### src/rtl/ram_burst_master.sv
// ram_burst_master: burst initiator for a single-port synchronous RAM.
// Takes one command at a time (start address, beat count, direction).
// Write bursts stream beats from a valid/ready channel straight to the RAM.
// Read bursts absorb the RAM's one-cycle read latency and return beats
// through a 2-entry FIFO with full backpressure.
module ram_burst_master #(
  parameter int ADDR_W = 10,
  parameter int DATA_W = 8
) (
  input  logic              clk,
  input  logic              rst,
  input  logic              cmd_valid,
  output logic              cmd_ready,
  input  logic              cmd_wr,
  input  logic [ADDR_W-1:0] cmd_addr,
  input  logic [ADDR_W-1:0] cmd_len,
  input  logic [DATA_W-1:0] wdata,
  input  logic              wvalid,
  output logic              wready,
  output logic [DATA_W-1:0] rdata,
  output logic              rvalid,
  input  logic              rready,
  output logic              busy,
  output logic              done,
  output logic [ADDR_W-1:0] ram_address,
  output logic [DATA_W-1:0] ram_data_in,
  output logic              ram_wr,
  output logic              ram_rd,
  output logic              ram_cs,
  input  logic [DATA_W-1:0] ram_data_out
);

  typedef enum logic [1:0] {IDLE, WRITE, READ, DRAIN} state_t;

  state_t              state_q, state_d;
  logic [ADDR_W-1:0]   addr_q;
  logic [ADDR_W-1:0]   rem_q;
  logic                done_q;
  logic                inflight_q;
  logic [DATA_W-1:0]   fifo_mem [2];
  logic                rd_ptr, wr_ptr;
  logic [1:0]          fifo_count;

  logic                wr_hs;
  logic                issue;
  logic                pop;
  logic [2:0]          occ;

  // Read data lands in the FIFO the cycle after each issue.
  assign pop         = rvalid & rready;
  assign occ         = 3'(fifo_count) + 3'(inflight_q) - 3'(pop);
  assign rvalid      = (fifo_count != 2'd0);
  assign rdata       = fifo_mem[rd_ptr];
  assign done        = done_q;
  assign ram_address = addr_q;
  assign ram_data_in = wdata;

  // State register; an async reset drops every strobe the same instant.
  always_ff @(posedge clk or posedge rst) begin
    if (rst) state_q <= IDLE;
    else     state_q <= state_d;
  end

  // Next-state and strobe decode; the credit rule gates read issues.
  always_comb begin
    // NOTE: every output of this block gets a default first so no path leaves it unassigned, which would infer a latch.
    state_d   = state_q;
    cmd_ready = 1'b0;
    busy      = 1'b1;
    wready    = 1'b0;
    ram_cs    = 1'b0;
    ram_wr    = 1'b0;
    ram_rd    = 1'b0;
    wr_hs     = 1'b0;
    issue     = 1'b0;
    case (state_q)
      IDLE: begin
        cmd_ready = 1'b1;
        busy      = 1'b0;
        if (cmd_valid) state_d = cmd_wr ? WRITE : READ;
      end
      WRITE: begin
        wready = 1'b1;
        wr_hs  = wvalid;
        ram_cs = wvalid;
        ram_wr = wvalid;
        if (wvalid && rem_q == '0) state_d = IDLE;
      end
      READ: begin
        issue  = (occ < 3'd2);
        ram_cs = issue;
        ram_rd = issue;
        if (issue && rem_q == '0) state_d = DRAIN;
      end
      DRAIN: begin
        if (fifo_count == 2'd0 && !inflight_q) state_d = IDLE;
      end
      default: state_d = IDLE;
    endcase
  end

  // Burst address/count, in-flight read flag and completion pulse.
  always_ff @(posedge clk or posedge rst) begin
    // NOTE: sequential state uses non-blocking assignments so every register samples pre-edge values.
    if (rst) begin
      addr_q     <= '0;
      rem_q      <= '0;
      done_q     <= 1'b0;
      inflight_q <= 1'b0;
    end else begin
      inflight_q <= issue;
      done_q     <= (state_q == WRITE || state_q == DRAIN) && state_d == IDLE;
      if (state_q == IDLE && cmd_valid) begin
        addr_q <= cmd_addr;
        rem_q  <= cmd_len;
      end else if (wr_hs || issue) begin
        addr_q <= addr_q + ADDR_W'(1);
        rem_q  <= rem_q - ADDR_W'(1);
      end
    end
  end

  // Two-entry read FIFO; a push and pop in the same cycle keep the count.
  always_ff @(posedge clk or posedge rst) begin
    // NOTE: the two storage words are reset too, so rdata reads zero out of reset instead of X.
    if (rst) begin
      fifo_mem[0] <= '0;
      fifo_mem[1] <= '0;
      rd_ptr      <= 1'b0;
      wr_ptr      <= 1'b0;
      fifo_count  <= 2'd0;
    end else begin
      if (inflight_q) begin
        fifo_mem[wr_ptr] <= ram_data_out;
        wr_ptr           <= ~wr_ptr;
      end
      if (pop) rd_ptr <= ~rd_ptr;
      case ({inflight_q, pop})
        2'b10:   fifo_count <= fifo_count + 2'd1;
        2'b01:   fifo_count <= fifo_count - 2'd1;
        default: fifo_count <= fifo_count;
      endcase
    end
  end

endmodule

### config.mk
export PLATFORM = sky130hd
export DESIGN_NAME = ram_burst_master
export DESIGN_NICKNAME = d
export VERILOG_FILES = /design/src/rtl/ram_burst_master.sv
export SDC_FILE = /design/constraint.sdc
export NUM_CORES = 1
export LEC_CHECK = 0
export ABC_CLOCK_PERIOD_IN_PS = 2770
export CAP_MARGIN = 10
export CORE_ASPECT_RATIO = 1.1
export CORE_MARGIN = 8
export CORE_UTILIZATION = 43
export DETAILED_ROUTE_END_ITERATION = 8
export HOLD_SLACK_MARGIN = 0.03
export PLACE_DENSITY_LB_ADDON = 0.15
export SYNTH_ARGS = -nofsm -noshare
export SYNTH_HDL_FRONTEND = slang
export SYNTH_SLANG_ARGS = --single-unit
### constraint.sdc
create_clock -name clk -period 2.77 [get_ports clk]
set_input_delay 0.554 -clock clk [delete_from_list [all_inputs] [get_ports clk]]
set_output_delay 0.554 -clock clk [all_outputs]
set_load 0.01 [all_outputs]
**Yosys cells after proc, flatten, opt, wreduce, memory -nomap -nowiden**

Cells that the tools add are included.

- Multiplexer cells: 23
- Bitwise logic cells: 5
- Reductions and logical operators: 16
- Add/sub/neg operators: 6
- Equal/unequal tests: 5
- Magnitude comparators: 4

Operator list:

| kind | count |
|---|---|
| $mux 10 | 4 |
| $mux 8 | 4 |
| $bwmux 16 | 1 |
| $add 10x1->10 const B | 1 |
| $logic_not 10->1 | 1 |
| $mux 2 | 5 |
| $sub 10x1->10 const B | 1 |
| $demux 8 s1 | 1 |
| $pmux 2 s4 | 1 |
| $eq 2x2->1 const B | 3 |
| $logic_and 1x1->1 | 6 |
| $logic_not 2->1 | 3 |
| $reduce_bool 2->1 | 3 |
| $mux 1 | 5 |
| $eq 2x1->1 const B | 2 |
| $ge 2x2->1 const B | 2 |
| $not 1->2 | 2 |
| $pmux 2 s2 | 1 |
| $add 2x1->3 | 1 |
| $lt 3x2->1 const B | 1 |
| $sub 3x1->3 | 1 |
| $add 2x1->2 const B | 1 |
| $logic_or 1x1->1 | 2 |
| $lt 2x1->1 const B | 1 |
| 5 further kinds | 6 |

- Logic and storage cells: 69
- Bits of input ports: 42
- Register bits after elaboration: 44

**Logic depth before layout (Yosys ltp)**

Gate-level depths: netlist (run 1).

- Depth in word-level cells: 9
- Mapped depth: 11
- Depth with buffers taken out: 9

**Least setup slack after synthesis (run 1)**

OpenSTA, ideal clock, no wires.

- Path type: reg2reg
- Start point: register fifo_count[1]
- End point: register rem_q[5]
- Cell stages (with the launch flop): 12
- Setup slack: -0.341 ns
- Path buffers: 2
- Library setup time: 0.082 ns
- Required time: 2.688 ns
- Data arrival time: 3.029 ns
- Cells stage by stage: dfrtp_1 -> buf_6 -> or2_2 -> and2_1 -> ha_1 -> nand2b_1 -> fa_1 -> and4bb_2 -> a22oi_2 -> buf_6 -> or4_1 -> a31oi_1

- Cells in the longest elaborated chain, start to end: 7
- Elaborated cells on any way between the ends: 8
- Those cells by class: add/sub (2); order compare (1); mux (1); bitwise (1); reduce/logical (3)

RTL lines:

| what | line | text |
|---|---|---|
| start: declaration | 42 | `logic [1:0] fifo_count;` |
| start signal: assignment | 139 | `2'b10: fifo_count <= fifo_count + 2'd1;` |
| start signal: assignment | 140 | `2'b01: fifo_count <= fifo_count - 2'd1;` |
| start signal: assignment | 141 | `default: fifo_count <= fifo_count;` |
| $reduce_bool 2->1 | 52 | `assign rvalid = (fifo_count != 2'd0);` |
| via rvalid | 21 | `output logic rvalid,` |
| $and 1x1->1 | 50 | `assign pop = rvalid & rready;` |
| via pop | 46 | `logic pop;` |
| $sub 3x1->3 | 51 | `assign occ = 3'(fifo_count) + 3'(inflight_q) - 3'(pop);` |
| $lt 3x2->1 | 90 | `issue = (occ < 3'd2);` |
| $mux 1 | 76 | `case (state_q)` |
| $logic_or 1x1->1 | 116 | `end else if (wr_hs \|\| issue) begin` |
| $reduce_bool 2->1 (no source line) | -- |  |
| end signal: assignment | 115 | `rem_q <= cmd_len;` |
| end signal: assignment | 118 | `rem_q <= rem_q - ADDR_W'(1);` |
| end: declaration | 37 | `logic [ADDR_W-1:0] rem_q;` |

The timed path passes the listed nets, and every way through them passes these cells.
A chain may end at the register's enable or synchronous reset.

**Worst setup path after layout (run 1)**

- Start point: register fifo_count[0]
- End point: output port ram_cs

- Cells in the longest elaborated chain, start to end: 5
- Elaborated cells on any way between the ends: 6
- Those cells by class: add/sub (2); order compare (1); mux (1); bitwise (1); reduce/logical (1)

RTL lines:

| what | line | text |
|---|---|---|
| $reduce_bool 2->1 | 52 |  |
| $and 1x1->1 | 50 |  |
| via pop | 46 |  |
| $sub 3x1->3 | 51 |  |
| $lt 3x2->1 | 90 |  |
| $pmux 1 s2 | 76 |  |
| end: declaration | 29 | `output logic ram_cs,` |

The timed path passes the listed nets, and every way through them passes these cells.

==> results.json, run 1 <==
{
  "status": "finished with violations",
  "failed_checks": "setup timing",
  "clock_latency_ps": 300,
  "wl_per_cell_um": 15.2,
  "dp_cells": 388,
  "max_slew_margin_pct": 53.8,
  "cts-root-buf": "clkbuf_8",
  "drt-pass1-iter-count": 4,
  "grt_pass1_wl_mm": 10.5,
  "hold_buffers": 0,
  "finalCritPeriodShare_pct": 107,
  "synthCells": 253,
  "fin_nets": 379,
  "row_count": 29,
  "endpoint_kind": "primary output",
  "worstPathRequired_ps": 2220,
  "core_um2": 5810,
  "fin_crit_ps": 2970,
  "tightest_slew_ps": 690,
  "antenna_found_initial": 0,
  "rsz0062_at_grt": "true",
  "synth_edf_count": 0,
  "finalPower_w": 0.00422,
  "grt_usage_pct": 14.2,
  "synth_nets": 305,
  "die_area_um2": 8740,
  "ys_warn_count": 0,
  "fill_cells": 488,
  "p_leak_nw": 1.49,
  "cts_htree_levels": 2,
  "finalClockSkew_ps": 6.01,
  "instances_no_fill": 405,
  "dieWidth_um": 89.9,
  "drc": 0,
  "arrival_ps": 2420,
  "ys_seq_elements": 44,
  "hold_depth": 1,
  "setup_violations": 8,
  "routed_via_density": 5.36,
  "ios": 76,
  "crit_path_max_fanout": 2,
  "max-vdd-ir-drop_uv": 498,
  "area_growth_pct": 37.7,
  "n_antenna_cell": 0,
  "numCtsBuffers": 5,
  "via_count": 2169,
  "grt_max_degree": 45,
  "gp_congestion": 0.797,
  "critPathKind": "reg2out",
  "die_h_um": 97.3,
  "min_path_type": "reg2reg",
  "start_util_pct": 44.5,
  "maxClockFrequency_ghz": 0.336,
  "drv_slew": 0,
  "final_common_cell": "clkdlybuf4s50_1",
  "drtIter0Drc": 104,
  "grt_pass1_vias": 2238,
  "fin_ws_ps": -202,
  "ys.flop_type": "dfrtp_1",
  "reg2reg_depth": 10,
  "yosysSeqAreaShare_pct": 42.6,
  "clock_path_buffers": 2,
  "final_hold_viol_count": 0,
  "multiInputGateArea_um2": 1400,
  "worstSetupStartpointType": "flip-flop",
  "wl_mm": 6.18,
  "syn_area_um2": 2580,
  "avgSynthCellArea_um2": 10.2,
  "dp_hpwl_mm": 4.44,
  "regArea_um2": 1100,
  "grt_overflow": 0,
  "mostFrequentLayoutCells": "clkdlybuf4s50_1, dfrtp_1, nor2_1, mux2_2, buf_4",
  "cap_violations": 0,
  "p_per_area_nw_per_um2": 1190,
  "cts_tree": "yes",
  "cts_sinks": 44,
  "synth_cell_types": 49,
  "final_util_pct": 61.3,
  "path_clk_slew_ps": 90,
  "async_flop_share_pct": 100,
  "worst-r2r-setup-slack_ps": -110,
  "drive_gt1_share_pct": 25.0,
  "postRouteAntennaNets": 0,
  "port_buffers": 59
}
area by class of cell:
cell class / count / share of cell area (%)
multi-input combinational: 177 / 39.2
sequential: 44 / 31.0
timing repair buffer: 83 / 22.0
tap: 77 / 2.71
clock buffer: 6 / 2.32
inverter: 16 / 1.69
clock inverter: 2 / 1.09
cell usage after synthesis, drive strengths merged (6+ instances only):
library cell  instances  area (um2)
dfrtp                44        1100
mux2                 24         270
nor2                 24        90.1
inv                  16        60.1
nand2                15        56.3
a31oi                13        81.3
buf                  13        97.6
ha                    9         113
o21ai                 8        40.0
and2                  7        43.8
nand3                 6        30.0
path summary, 6_finish.rpt:
path	from	end
worst max-delay path	fifo_count[0]	ram_cs
worst min-delay path	wr_ptr	wr_ptr
worst max register to register	fifo_count[0]	rem_q[6]
worst min register to register	wr_ptr	wr_ptr
max in group asynchronous	rst	ram_address[1]
min in group asynchronous	rst	done
state kept, by name, indices dropped and copies added, names as in the netlist:
name	cells
fifo_mem	16
ram_address	10
rem_q	10
fifo_count	2
state_q	2
done	1
inflight_q	1
rd_ptr	1
wr_ptr	1
timing repair:
| action | in CTS | in global routing |
|---|---|---|
| endpoints found under the setup margin | 12 | 15 |
| gates resized for setup | 18 | 3 |
| buffers inserted | 5 | 3 |
| endpoints found under the hold margin | 0 | 0 |
| cloned | 1 | 0 |
| pin swaps | 9 | 5 |
power breakdown:
part           internal [W]  switching (W)  leakage, nW
Combinational       0.00136        0.00106        0.929
Clock              0.000295       0.000228       0.0614
Sequential         0.000959       0.000321        0.504
metal layers:
layer  wire length, um  track usage, %  vias to the layer above
met5                 0               0                        -
met4                64            4.10                        0
met3               328            4.25                        6
met2              2970            24.3                       53
met1              2810            16.7                     1053
li1                  -               -                     1057
through the flow:
stage                     area, um2  setup TNS [ps]  setup slack [ps]  hold WS (ps)
after global routing           3560           -1790              -278           527
final                          3560            -609              -202           504
after detailed placement       3300           -8260              -727           482
after CTS                      3510            -623              -210           498
after global placement         3300           -7620              -700           483
after floorplan                2620            -192             -70.5           463
cells by family (layout without fill, tap and decap cells):
logic type	after synthesis	in the layout	share of synthesized area, %
xor+xnor	9	9	3.34
compound gates	45	46	12.2
mux	27	27	11.6
fa+ha+maj	10	10	5.14
flops	44	44	42.6
simple gates	85	85	17.6
buf+inv	33	107	7.46
worst max-delay path: stages, from the launching register on:
cell and delay (ps):
dfrtp_1 390, or2_4 250, and2_4 170, ha_4 200, nand2b_4 130, fa_2 540, nand2_2 80, o21bai_4 120
and2_4 150, buf_6 90
Note: power is estimated with default switching activity, not from simulation.
==> run 2, diff against run 1 <==
--- a/config.mk
+++ b/config.mk
@@ -9,10 +9,9 @@
 export CAP_MARGIN = 10
 export CORE_ASPECT_RATIO = 1.1
 export CORE_MARGIN = 8
-export CORE_UTILIZATION = 43
+export CORE_UTILIZATION = 35
 export DETAILED_ROUTE_END_ITERATION = 8
 export HOLD_SLACK_MARGIN = 0.03
-export PLACE_DENSITY_LB_ADDON = 0.15
 export SYNTH_ARGS = -nofsm -noshare
 export SYNTH_HDL_FRONTEND = slang
 export SYNTH_SLANG_ARGS = --single-unit
==> run 2 against run 1 <==
Net effect: the flow still finishes with violations (setup timing); worst setup slack got worse by 2.1 ps; critical endpoint unchanged; critical path depth did not move; final area rose by 1.3%; fmax barely moved; die area rose by 19%.
==> results.json, run 2 (synthesis gave the netlist of run 1 again) <==
{
  "status": "finished with violations",
  "failed_checks": "setup timing",
  "min_path_type": "reg2reg",
  "area_growth_pct": 39.5,
  "reg2reg_depth": 11,
  "drv_slew": 0,
  "setup_violations": 12,
  "maxClockFrequency_ghz": 0.336,
  "postRouteAntennaNets": 0,
  "port_buffers": 59,
  "endpoint_kind": "primary output",
  "ios": 76,
  "finalPower_w": 0.00432,
  "clock_latency_ps": 300,
  "dp_hpwl_mm": 4.66,
  "drive_gt1_share_pct": 26.6,
  "crit_path_max_fanout": 2,
  "cts_sinks": 44,
  "hold_ws_ps": 499,
  "max-vdd-ir-drop_uv": 445,
  "wl_per_cell_um": 15.7,
  "cts_htree_levels": 2,
  "switching_share_pct": 38.3,
  "mostFrequentLayoutCells": "clkdlybuf4s50_1, dfrtp_1, buf_4",
  "critPathKind": "reg2out",
  "rsz0062_at_grt": "true",
  "place_ws_ps": -747,
  "row_count": 33,
  "hold_buffers": 0,
  "grt_max_degree": 45,
  "regMostFlops": "fifo_mem",
  "fin_crit_ps": 2970,
  "n_antenna_cell": 0,
  "fin_nets": 386,
  "tightest_slew_ps": 724,
  "cts_tree": "yes",
  "p_switching_w": 0.00166,
  "core_um2": 7310,
  "grt_pass1_wl_mm": 11.2,
  "drtIter0Drc": 95,
  "worstSetupStartpointType": "flip-flop",
  "crit_top_cell": "and2_4",
  "drc": 0,
  "max_slew_margin_pct": 51.5,
  "worstPathRequired_ps": 2220,
  "hold_depth": 1,
  "intPower_w": 0.00267,
  "p_leak_nw": 1.51,
  "drt-pass1-iter-count": 4,
  "largest_reg_flops": 16,
  "fin_ws_ps": -204,
  "numCtsBuffers": 5,
  "power.share.clock_pct": 11.8,
  "cts-root-buf": "clkbuf_8",
  "grt_overflow": 0,
  "arrival_ps": 2420,
  "grt_pass1_vias": 2272,
  "p_per_area_nw_per_um2": 1200,
  "dr.max_layer_used": "met4",
  "cap_violations": 0,
  "fin_tns_setup_ps": -1370,
  "antenna_found_initial": 0,
  "wl_met1_mm": 2.96,
  "grt_usage_pct": 13.0,
  "die_h_um": 106,
  "wl_mm": 6.64,
  "slowest_stage": "fa_2",
  "final_common_cell": "clkdlybuf4s50_1",
  "path_clk_slew_ps": 80,
  "route.met3.wl_um": 476,
  "final_hold_viol_count": 0,
  "seq_power_share_pct": 29.4,
  "start_util_pct": 35.3,
  "fill_cells": 668,
  "die_area_um2": 10400,
  "routed_via_density": 5.20,
  "combPwrFrac_pct": 58.8,
  "clock_path_buffers": 2,
  "dieWidth_um": 97.9,
  "via_count": 2196,
  "cp_cell_sequence": "or2_4 -> and2_4 -> ha_4 -> nand2b_4 -> fa_2 -> nand2_2 -> o21bai_4 -> and2_4 -> buf_6",
  "met2_length_mm": 3.15,
  "finalClockSkew_ps": 6.58,
  "gp_congestion": 0.799,
  "cpPeakStageDelay_ps": 540,
  "finalCritPeriodShare_pct": 107
}
run 2: repair_timing:
| item | in CTS | in global routing |
|---|---|---|
| setup endpoints to repair | 18 | 17 |
| setup buffers | 8 | 4 |
| cloned | 1 | 0 |
| pin swaps | 10 | 4 |
| resized for setup | 21 | 2 |
| endpoints found under the hold margin | 0 | 0 |
run 2: metal layers:
metal,vias to the layer above,GRT usage [%]
met3,6,4.58
met2,65,21.7
met4,0,3.01
met1,1053,15.7
met5,-,0
li1,1072,-
run 2: cell type report:
class / instances / area [um2] / share of cell area, %
timing repair buffer: 90 / 832 / 23.1
tap: 87 / 109 / 3.02
inverter: 16 / 60.1 / 1.67
multi-input combinational: 177 / 1390 / 38.5
sequential: 44 / 1100 / 30.6
clock inverter: 3 / 46.3 / 1.28
clock buffer: 5 / 68.8 / 1.91
run 2: worst max-delay path: cells and delay by family (launching register included):
kind / cells / cell delay [ps]
AND/OR/NAND/NOR: 5 / 780
buffers and inverters: 1 / 90
adder cells (fa/ha/maj): 2 / 740
AO/OA/AOI/OAI: 1 / 120
flip-flops: 1 / 380
run 2: final timing paths:
path	start	endpoint	slack [ps]
worst max register to register	fifo_count[1]	rem_q[5]	-200
worst min register to register	wr_ptr	wr_ptr	500
worst max-delay path	fifo_count[1]	ram_cs	-200
min in group asynchronous	rst	rem_q[4]	690
worst min-delay path	wr_ptr	wr_ptr	500
max in group asynchronous	rst	done	1700
run 2: per-stage QoR:
stage	instances	instance area [um2]	utilization [%]
after floorplan	253	2620	-
after global placement	401	3330	45.5
after detailed placement	401	3330	45.5
after CTS	418	3560	48.7
after global routing	422	3600	49.3
final	422	3600	49.3
run 2: power groups by stage:
stage | clock network (W) | logic, W | registers [W]
floorplan | 0 | 0.00137 | 0.00123
global placement | 0 | 0.00223 | 0.00127
detailed placement | 0 | 0.00226 | 0.00128
CTS | 0.000534 | 0.00252 | 0.00127
global route | 0.000553 | 0.00277 | 0.00133
finish | 0.000511 | 0.00254 | 0.00127
